==> src/rtl/flash_sample_reader_if.sv <==
// Flash controller read port (Avalon-MM style, read only) between the sample reader and the flash controller.
// master: the reader, which issues requests; slave: the flash controller.
interface flash_sample_reader_if #(
    parameter int ADDR_W = 23
);
    logic              flash_read;
    logic [ADDR_W-1:0] flash_address;
    logic              flash_waitrequest;
    logic [31:0]       flash_readdata;
    logic              flash_readdatavalid;

    modport master (
        output flash_read,
        output flash_address,
        input  flash_waitrequest,
        input  flash_readdata,
        input  flash_readdatavalid
    );

    modport slave (
        input  flash_read,
        input  flash_address,
        output flash_waitrequest,
        output flash_readdata,
        output flash_readdatavalid
    );
endinterface

==> src/rtl/flash_sample_reader.sv <==
// Fetches one 32-bit flash word per address step and plays it out as two signed 16-bit samples.
// Optional macro READ_TIMEOUT_EN: reissue the read if readdatavalid is missing for TIMEOUT_CYCLES cycles.
module flash_sample_reader #(
    parameter int ADDR_W         = 23,
    parameter int TIMEOUT_CYCLES = 255
) (
    input  logic                  clk,
    input  logic                  rst,
    input  logic                  enable,
    input  logic                  forward,
    input  logic                  sample_tick,
    input  logic [ADDR_W-1:0]     address,
    flash_sample_reader_if.master flash,
    output logic [15:0]           audio_sample,
    output logic                  sample_valid,
    output logic                  advance
);

    // state     | meaning
    // IDLE      | paused, no word held
    // REQ       | flash_read asserted until the controller accepts
    // WAIT_DATA | request accepted, waiting for readdatavalid
    // FIRST     | word held, waiting for the tick that plays the first half
    // SECOND    | waiting for the tick that plays the second half
    // ADVANCE   | one-cycle advance pulse to the address counter
    // SETTLE    | one cycle for the address counter to update
    typedef enum logic [2:0] {
        IDLE,
        REQ,
        WAIT_DATA,
        FIRST,
        SECOND,
        ADVANCE,
        SETTLE
    } state_t;

    state_t            state_q, state_d;
    logic [ADDR_W-1:0] addr_q, addr_d;
    logic [31:0]       word_q, word_d;
    logic              order_q, order_d;
    logic [15:0]       sample_q, sample_d;
    logic              sample_valid_q, sample_valid_d;
    logic              read_q, read_d;
    logic              advance_q, advance_d;

`ifdef READ_TIMEOUT_EN
    localparam int TMO_W = $clog2(TIMEOUT_CYCLES + 1);
    logic [TMO_W-1:0] tmo_q, tmo_d;
`endif

    always_comb begin
        state_d        = state_q;
        addr_d         = addr_q;
        word_d         = word_q;
        order_d        = order_q;
        sample_d       = sample_q;
        sample_valid_d = 1'b0;
`ifdef READ_TIMEOUT_EN
        tmo_d          = tmo_q;
`endif
        case (state_q)
            IDLE: begin
                if (enable) begin
                    state_d = REQ;
                    addr_d  = address;
                end
            end
            REQ: begin
                if (!flash.flash_waitrequest) begin
                    state_d = WAIT_DATA;
`ifdef READ_TIMEOUT_EN
                    tmo_d   = TMO_W'(TIMEOUT_CYCLES - 1);
`endif
                end
            end
            WAIT_DATA: begin
                // half order is frozen here so a later forward change only affects the next word
                if (flash.flash_readdatavalid) begin
                    state_d = FIRST;
                    word_d  = flash.flash_readdata;
                    order_d = forward;
                end
`ifdef READ_TIMEOUT_EN
                else if (tmo_q == '0) begin
                    state_d = REQ;
                end else begin
                    tmo_d = tmo_q - 1'b1;
                end
`endif
            end
            FIRST: begin
                if (enable && sample_tick) begin
                    state_d        = SECOND;
                    sample_d       = order_q ? word_q[15:0] : word_q[31:16];
                    sample_valid_d = 1'b1;
                end
            end
            SECOND: begin
                if (enable && sample_tick) begin
                    state_d        = ADVANCE;
                    sample_d       = order_q ? word_q[31:16] : word_q[15:0];
                    sample_valid_d = 1'b1;
                end
            end
            ADVANCE: state_d = SETTLE;
            SETTLE: begin
                if (enable) begin
                    state_d = REQ;
                    addr_d  = address;
                end else begin
                    state_d = IDLE;
                end
            end
            default: state_d = IDLE;
        endcase
        read_d    = (state_d == REQ);
        advance_d = (state_d == ADVANCE);
    end

    always_ff @(posedge clk) begin
        if (rst) begin
            state_q        <= IDLE;
            addr_q         <= '0;
            word_q         <= '0;
            order_q        <= 1'b0;
            sample_q       <= '0;
            sample_valid_q <= 1'b0;
            read_q         <= 1'b0;
            advance_q      <= 1'b0;
`ifdef READ_TIMEOUT_EN
            tmo_q          <= '0;
`endif
        end else begin
            state_q        <= state_d;
            addr_q         <= addr_d;
            word_q         <= word_d;
            order_q        <= order_d;
            sample_q       <= sample_d;
            sample_valid_q <= sample_valid_d;
            read_q         <= read_d;
            advance_q      <= advance_d;
`ifdef READ_TIMEOUT_EN
            tmo_q          <= tmo_d;
`endif
        end
    end

    assign flash.flash_read    = read_q;
    assign flash.flash_address = addr_q;
    assign audio_sample        = sample_q;
    assign sample_valid        = sample_valid_q;
    assign advance             = advance_q;

endmodule

==> src/flat_wrapper.sv <==
// flat-port wrapper written by rule: the top's interface ports become plain ports
module flash_sample_reader_flat 
#(
    parameter int ADDR_W         = 23,
    parameter int TIMEOUT_CYCLES = 255
)
  (clk, rst, enable, forward, sample_tick, address, audio_sample, sample_valid, advance, flash_flash_read, flash_flash_address, flash_flash_waitrequest, flash_flash_readdata, flash_flash_readdatavalid);
  flash_sample_reader_if #(.ADDR_W(ADDR_W)) flash_i ();
  input  logic clk;
  input  logic rst;
  input  logic enable;
  input  logic forward;
  input  logic sample_tick;
  input  logic [ADDR_W-1:0] address;
  output logic [15:0] audio_sample;
  output logic sample_valid;
  output logic advance;
  output wire logic [$bits(flash_i.flash_read)-1:0] flash_flash_read;
  output wire logic [$bits(flash_i.flash_address)-1:0] flash_flash_address;
  input wire logic [$bits(flash_i.flash_waitrequest)-1:0] flash_flash_waitrequest;
  input wire logic [$bits(flash_i.flash_readdata)-1:0] flash_flash_readdata;
  input wire logic [$bits(flash_i.flash_readdatavalid)-1:0] flash_flash_readdatavalid;
  assign flash_flash_read = flash_i.flash_read;
  assign flash_flash_address = flash_i.flash_address;
  assign flash_i.flash_waitrequest = flash_flash_waitrequest;
  assign flash_i.flash_readdata = flash_flash_readdata;
  assign flash_i.flash_readdatavalid = flash_flash_readdatavalid;
  flash_sample_reader #(.ADDR_W(ADDR_W), .TIMEOUT_CYCLES(TIMEOUT_CYCLES)) u_core (.clk(clk), .rst(rst), .enable(enable), .forward(forward), .sample_tick(sample_tick), .address(address), .flash(flash_i), .audio_sample(audio_sample), .sample_valid(sample_valid), .advance(advance));
endmodule
==> config.mk <==
export PLATFORM = sky130hd
export DESIGN_NAME = flash_sample_reader_flat
export DESIGN_NICKNAME = d
export VERILOG_FILES = /design/src/rtl/flash_sample_reader_if.sv /design/src/rtl/flash_sample_reader.sv /design/src/flat_wrapper.sv
export SDC_FILE = /design/constraint.sdc
export NUM_CORES = 1
export LEC_CHECK = 0
export CORE_MARGIN = 2
export CORE_UTILIZATION = 34
export DETAILED_ROUTE_END_ITERATION = 10
export SYNTH_ARGS = -nofsm -noshare
export SYNTH_HDL_FRONTEND = slang
export SYNTH_SLANG_ARGS = --single-unit
==> constraint.sdc <==
create_clock -name clk -period 2.91 [get_ports clk]
set_input_delay 0.873 -clock clk [delete_from_list [all_inputs] [get_ports clk]]
set_output_delay 0.873 -clock clk [all_outputs]
set_load 0.01 [all_outputs]
Word level (Yosys, flattened, before mapping)
Index checks and enable logic that the tools add are counted.
{ "word_totals": {"in_bits": 62, "latchBits": 0, "n_memories": 0, "mem_bits_ro": 0, "out_inout_bits": 42, "reg_bits": 78, "elab_cells": 41, "ramBits": 0} }
{ "op_classes": {"div": 0, "n_mux": 13, "bitwise_logic": 1, "addsub": 0, "n_shift": 0, "mul": 0, "n_lt_le_gt_ge": 0, "eq_ne": 10, "reduce_logical": 9} }
{ "ops": {"columns": ["op", "n"], "rows": [
  ["two-way mux 16 bit", 4],
  ["case mux 16 bit (2 select lines)", 1],
  ["case mux 3 bit (7 select lines)", 1],
  ["two-way mux 3 bit", 5],
  ["== test 3 bit (second input constant)", 4],
  ["== test 3 x 1 -> 1 bit (second input constant)", 2],
  ["== test 3 x 2 -> 1 bit (second input constant)", 2],
  ["OR reduction 2 bit", 3],
  ["inequality test 2 x 1 -> 1 bit (second input constant)", 2],
  ["AND reduction 2 bit", 2],
  ["logical NOT 3 bit", 1],
  ["AND reduction 3 bit", 1],
  ["two-way mux 1 bit", 2],
  ["nonzero test 2 bit", 1],
  ["logical AND 1 bit", 1],
  ["inverter 1 bit", 1]
]} }

Longest topological paths before layout
{ "logic_depth": {"ltp_word": 4, "mapped_depth": 7, "ltp_nobuf": 4} }

Least setup slack after synthesis
OpenSTA, ideal clock, no wires.
{ "synth_timing": {"path_kind": "input to register", "start": "input port enable", "end": "register u_core.addr_q[2] (netlist: u_core.flash.flash_address[2])", "setup_ns": 0.132, "path_slack_ns": 1.089, "path_stages": 6, "required_time_ns": 2.778, "arrival_time_ns": 1.688, "path_cell_list": "nand2b_1 > or3_1 > clkbuf_1 > buf_2 > nand2_1 > a21oi_1"} }
{ "synth_via": {"elab_chain_cells": 1} }
{ "synth_lines": {"columns": ["item", "line", "source"], "rows": [
  ["from (decl)", "flat_wrapper.sv:11", "input logic enable;"],
  ["AND reduction 2 bit (no line)", null, null],
  ["to (signal assigned)", "flash_sample_reader.sv:135", "addr_q <= addr_d;"],
  ["to (decl)", "flash_sample_reader.sv:38", "logic [ADDR_W-1:0] addr_q, addr_d;"]
]} }
Every way passes these cells.
A chain may end at the register's enable or synchronous reset.

Worst setup path in the final report
{ "layout_timing": {"start": "register u_core.sample_q[1] (netlist: u_core.audio_sample[1])", "end": "output port audio_sample[1]"} }
{ "layout_lines": {"columns": ["item", "line", "source"], "rows": [
  ["from (decl)", "flash_sample_reader.sv:41", "logic [15:0] sample_q, sample_d;"],
  ["from (signal assigned)", "flash_sample_reader.sv:138", "sample_q <= sample_d;"],
  ["to (decl)", "flat_wrapper.sv:15", "output logic [15:0] audio_sample;"]
]} }
No word-level cell between the ends.

==> flow_metrics.env <==
export IMPL_syn_area_sq_mm=0.002955
export IMPL_yosys_area_share_simple_pct=18.67
export IMPL_layout_area_overhead_vs_synth_pct=42.25
export IMPL_worstSetupPathType="reg -> out"
export IMPL_min_from="u_core.flash.flash_address[21]$_SDFFE_PP0P_"
export IMPL_fin_nets=500
export IMPL_powerDensity_mw_per_mm2=503.2
export IMPL_cpPeakStageDelay_ns=0.55
export IMPL_synth_adder_area_share_pct=0
export IMPL_finalInstanceArea_sq_mm=0.004204
export IMPL_synth_seq_area_share_pct=52.84
export IMPL_synth_xor_area_share_pct=0.9314
export IMPL_drive_above_1_share_pct=6.335
export IMPL_layout_commonest_cell="nand2_1"
export IMPL_pin_count=104
export IMPL_mostFrequentLayoutCells="nand2_1, clkdlybuf4s50_1, dfxtp_1"
export IMPL_antenna_left=0
export IMPL_fin_skew_ns=0.008871
export IMPL_period_needed_ns=2.118
export IMPL_finalCritPeriodShare_pct=72.78
export IMPL_grt_max_degree=34
export IMPL_dieArea_sq_mm=0.009454
export IMPL_cts_sinks=78
export IMPL_gp_congestion=0.8222
export IMPL_num_antenna_cells=0
export IMPL_yosysWarnings=0
export IMPL_synth_top_area_share_pct=52.84
export IMPL_grt_pass1_wl_microns=11840
export IMPL_critical_path_max_fanout=2
export IMPL_irDropWorstVdd_mv=0.2617
export IMPL_fp_dieH_microns=97.23
export IMPL_max_freq_mhz=472.2
export IMPL_synthesis_instances=341
export IMPL_worstPathRequired_ns=2.04
export IMPL_syn_nets=403
export IMPL_final_core_util_pct=48.92
export IMPL_num_rows=34
export IMPL_worstReg2RegStart="u_core.state_q[2]$_SDFF_PP0_"
export IMPL_r2r_end="u_core.audio_sample[6]$_SDFFE_PP0P_"
export IMPL_vias=2577
export IMPL_maxCapViolations=0
export IMPL_n_fill_cell=828
export IMPL_placed_cell_area_sq_mm=0.004040
export IMPL_grt_pass1_vias=2504
export IMPL_synth_area_leaders="dfxtp_1, nand2_1, a21oi_1, mux2i_1, o2bb2ai_1"
export IMPL_cts_hold_buf=0
export IMPL_root_buffer="clkbuf_8"
export IMPL_postCtsResizedCells=0
export IMPL_clock_path_buffers=2
export IMPL_grt_remaining_overflow=0
export IMPL_crit_slowest_cell="clkdlybuf4s50_1"
export IMPL_r2r_slack_ns=0.83
export IMPL_r2r_cells=5
export IMPL_path_clk_slew_ns=0.08
export IMPL_crit_buf_inv=1
export IMPL_core_area_sq_mm=0.008593
export IMPL_status="complete, no violations"
export IMPL_synth_compound_area_share_pct=16.89
export IMPL_relSlewSlack_pct=51.51
export IMPL_worstHoldPathCells=2
export IMPL_synth_top_area_cell="dfxtp_1"
export IMPL_drt_pass1_iter_count=4
export IMPL_cts_tree="done"
export IMPL_wl_per_cell_microns=12.98
export IMPL_critPathTopFamily="buffers and inverters"
export IMPL_worstMarginPinSlew_ns=0.7274
export IMPL_clock_latency_ns=0.34
export IMPL_initial_core_util_pct=34.39
export IMPL_synth_top_family_by_area="simple AND/OR/NAND/NOR gates"
export IMPL_hp_class="reg -> reg"
export IMPL_grt_use_total_pct=15.34
export IMPL_postSynthAreaPerCell_sq_um=8.667
export IMPL_hpwl_microns=4765
export IMPL_min_to="u_core.flash.flash_address[21]$_SDFFE_PP0P_"
export IMPL_rsz0062_at_grt="false"
export IMPL_crit_path_cell_trace="clkdlybuf4s50_1"
export IMPL_htree_levels=3
export IMPL_maxSlewViolCount=0
export IMPL_hold_violations=0
export IMPL_leakagePower_nw=1.568
export IMPL_synth_area_mux_share_pct=5.419
export IMPL_setup_tns_ns=0
export IMPL_synthDistinctLibCells=30
export IMPL_cts_buffers=9
export IMPL_final_setup_viol_count=0
export IMPL_die_w_microns=97.23
export IMPL_port_buffers=103
export IMPL_viasPerCell=4.685
export IMPL_ys_ff_latch=78
export IMPL_drt_iter0_drc=64
export IMPL_drcViolationCount=0
export IMPL_arrival_ns=1.24
export IMPL_wl_microns=7140
export IMPL_end_kind="output pin"
export IMPL_post_cts_buffers=0
export IMPL_antenna_found_initial=0
export IMPL_critPathLaunchType="flop"
[routing by layer]
metal  track usage [%]  up-vias  share of wire (%)
li1                  -     1327                  -
met1             19.02     1152                 46
met2             23.66       89                 44
met3             7.338        9                9.3
met4             4.808        0                1.1
met5                 0        -                  0
[kinds of logic after synthesis]
kind of cell    count (synthesis)
flops                          78
simple gates                  134
mux                            16
xor+xnor                        1
buf+inv                        30
compound gates                 82
[worst max path at each step]
| stage | startpoint | end | slack [ns] | depth (start not counted) |
|---|---|---|---|---|
| after detailed placement | enable | u_core.audio_sample[15]$_SDFFE_PP0P_ | 0.47 | 5 |
| after floorplan | enable | u_core.flash.flash_address[2]$_SDFFE_PP0P_ | 1.09 | 6 |
| final | u_core.audio_sample[1]$_SDFFE_PP0P_ | audio_sample[1] | 0.79 | 1 |
| after CTS | u_core.flash.flash_address[7]$_SDFFE_PP0P_ | flash_flash_address[7] | 0.77 | 1 |
| after global routing | enable | u_core.audio_sample[15]$_SDFFE_PP0P_ | 0.68 | 5 |
| after global placement | enable | u_core.audio_sample[8]$_SDFFE_PP0P_ | 0.50 | 5 |
[metrics by stage]
step | setup WS [ns] | instances | hold WS (ns) | total power, W
after floorplan | 1.089 | 341 | 0.4357 | 0.001281
after global placement | 0.4988 | 535 | 0.4407 | 0.001442
after detailed placement | 0.4741 | 535 | 0.4462 | 0.001443
after CTS | 0.7674 | 550 | 0.4565 | 0.002152
after global routing | 0.6848 | 550 | 0.4729 | 0.002221
final | 0.7921 | 550 | 0.4558 | 0.002115
[cells in the mapped netlist, drive strengths merged]
cell type  count
nor2           3
a32oi          1
nor3           3
nand3b         1
xor2           1
mux2i         16
a221oi         1
a21oi         60
nand3          2
a31oi          1
a21o           1
and2b          1
or3            2
o211ai         1
nand2b         3
nand2        114
clkbuf        14
buf           11
or3b           1
o2bb2ai       16
nor2b          3
inv            5
o221ai         1
dfxtp         78
and3           1
[report_power, final]
part | leakage (nW) | internal, W | switching (W)
combinational | 0.848 | 0.000160 | 0.000127
clock | 0.0865 | 0.000308 | 0.000391
sequential | 0.633 | 0.00111 | 0.0000231
total | 1.57 | 0.00157 | 0.000542
[layout make-up]
class                      instances  area (sq um)  share of cell area (%)
multi-input combinational        233          1239                   29.46
clock inverter                     5         36.28                  0.8631
inverter                           5         18.77                  0.4464
clock buffer                      10         127.6                   3.036
sequential                        78          1562                   37.14
tap                              108         135.1                   3.214
timing repair buffer             111          1086                   25.83
[sequential cells by signal (all words and copies together) (netlist names)]
register                    count
u_core.flash.flash_address     23
u_core.order_q                  1
u_core.state_q                  3
u_core.audio_sample            16
u_core.word_q                  32
u_core.flash.flash_read         1
u_core.sample_valid             1
u_core.advance                  1
Power figures use the tool's default switching activity.
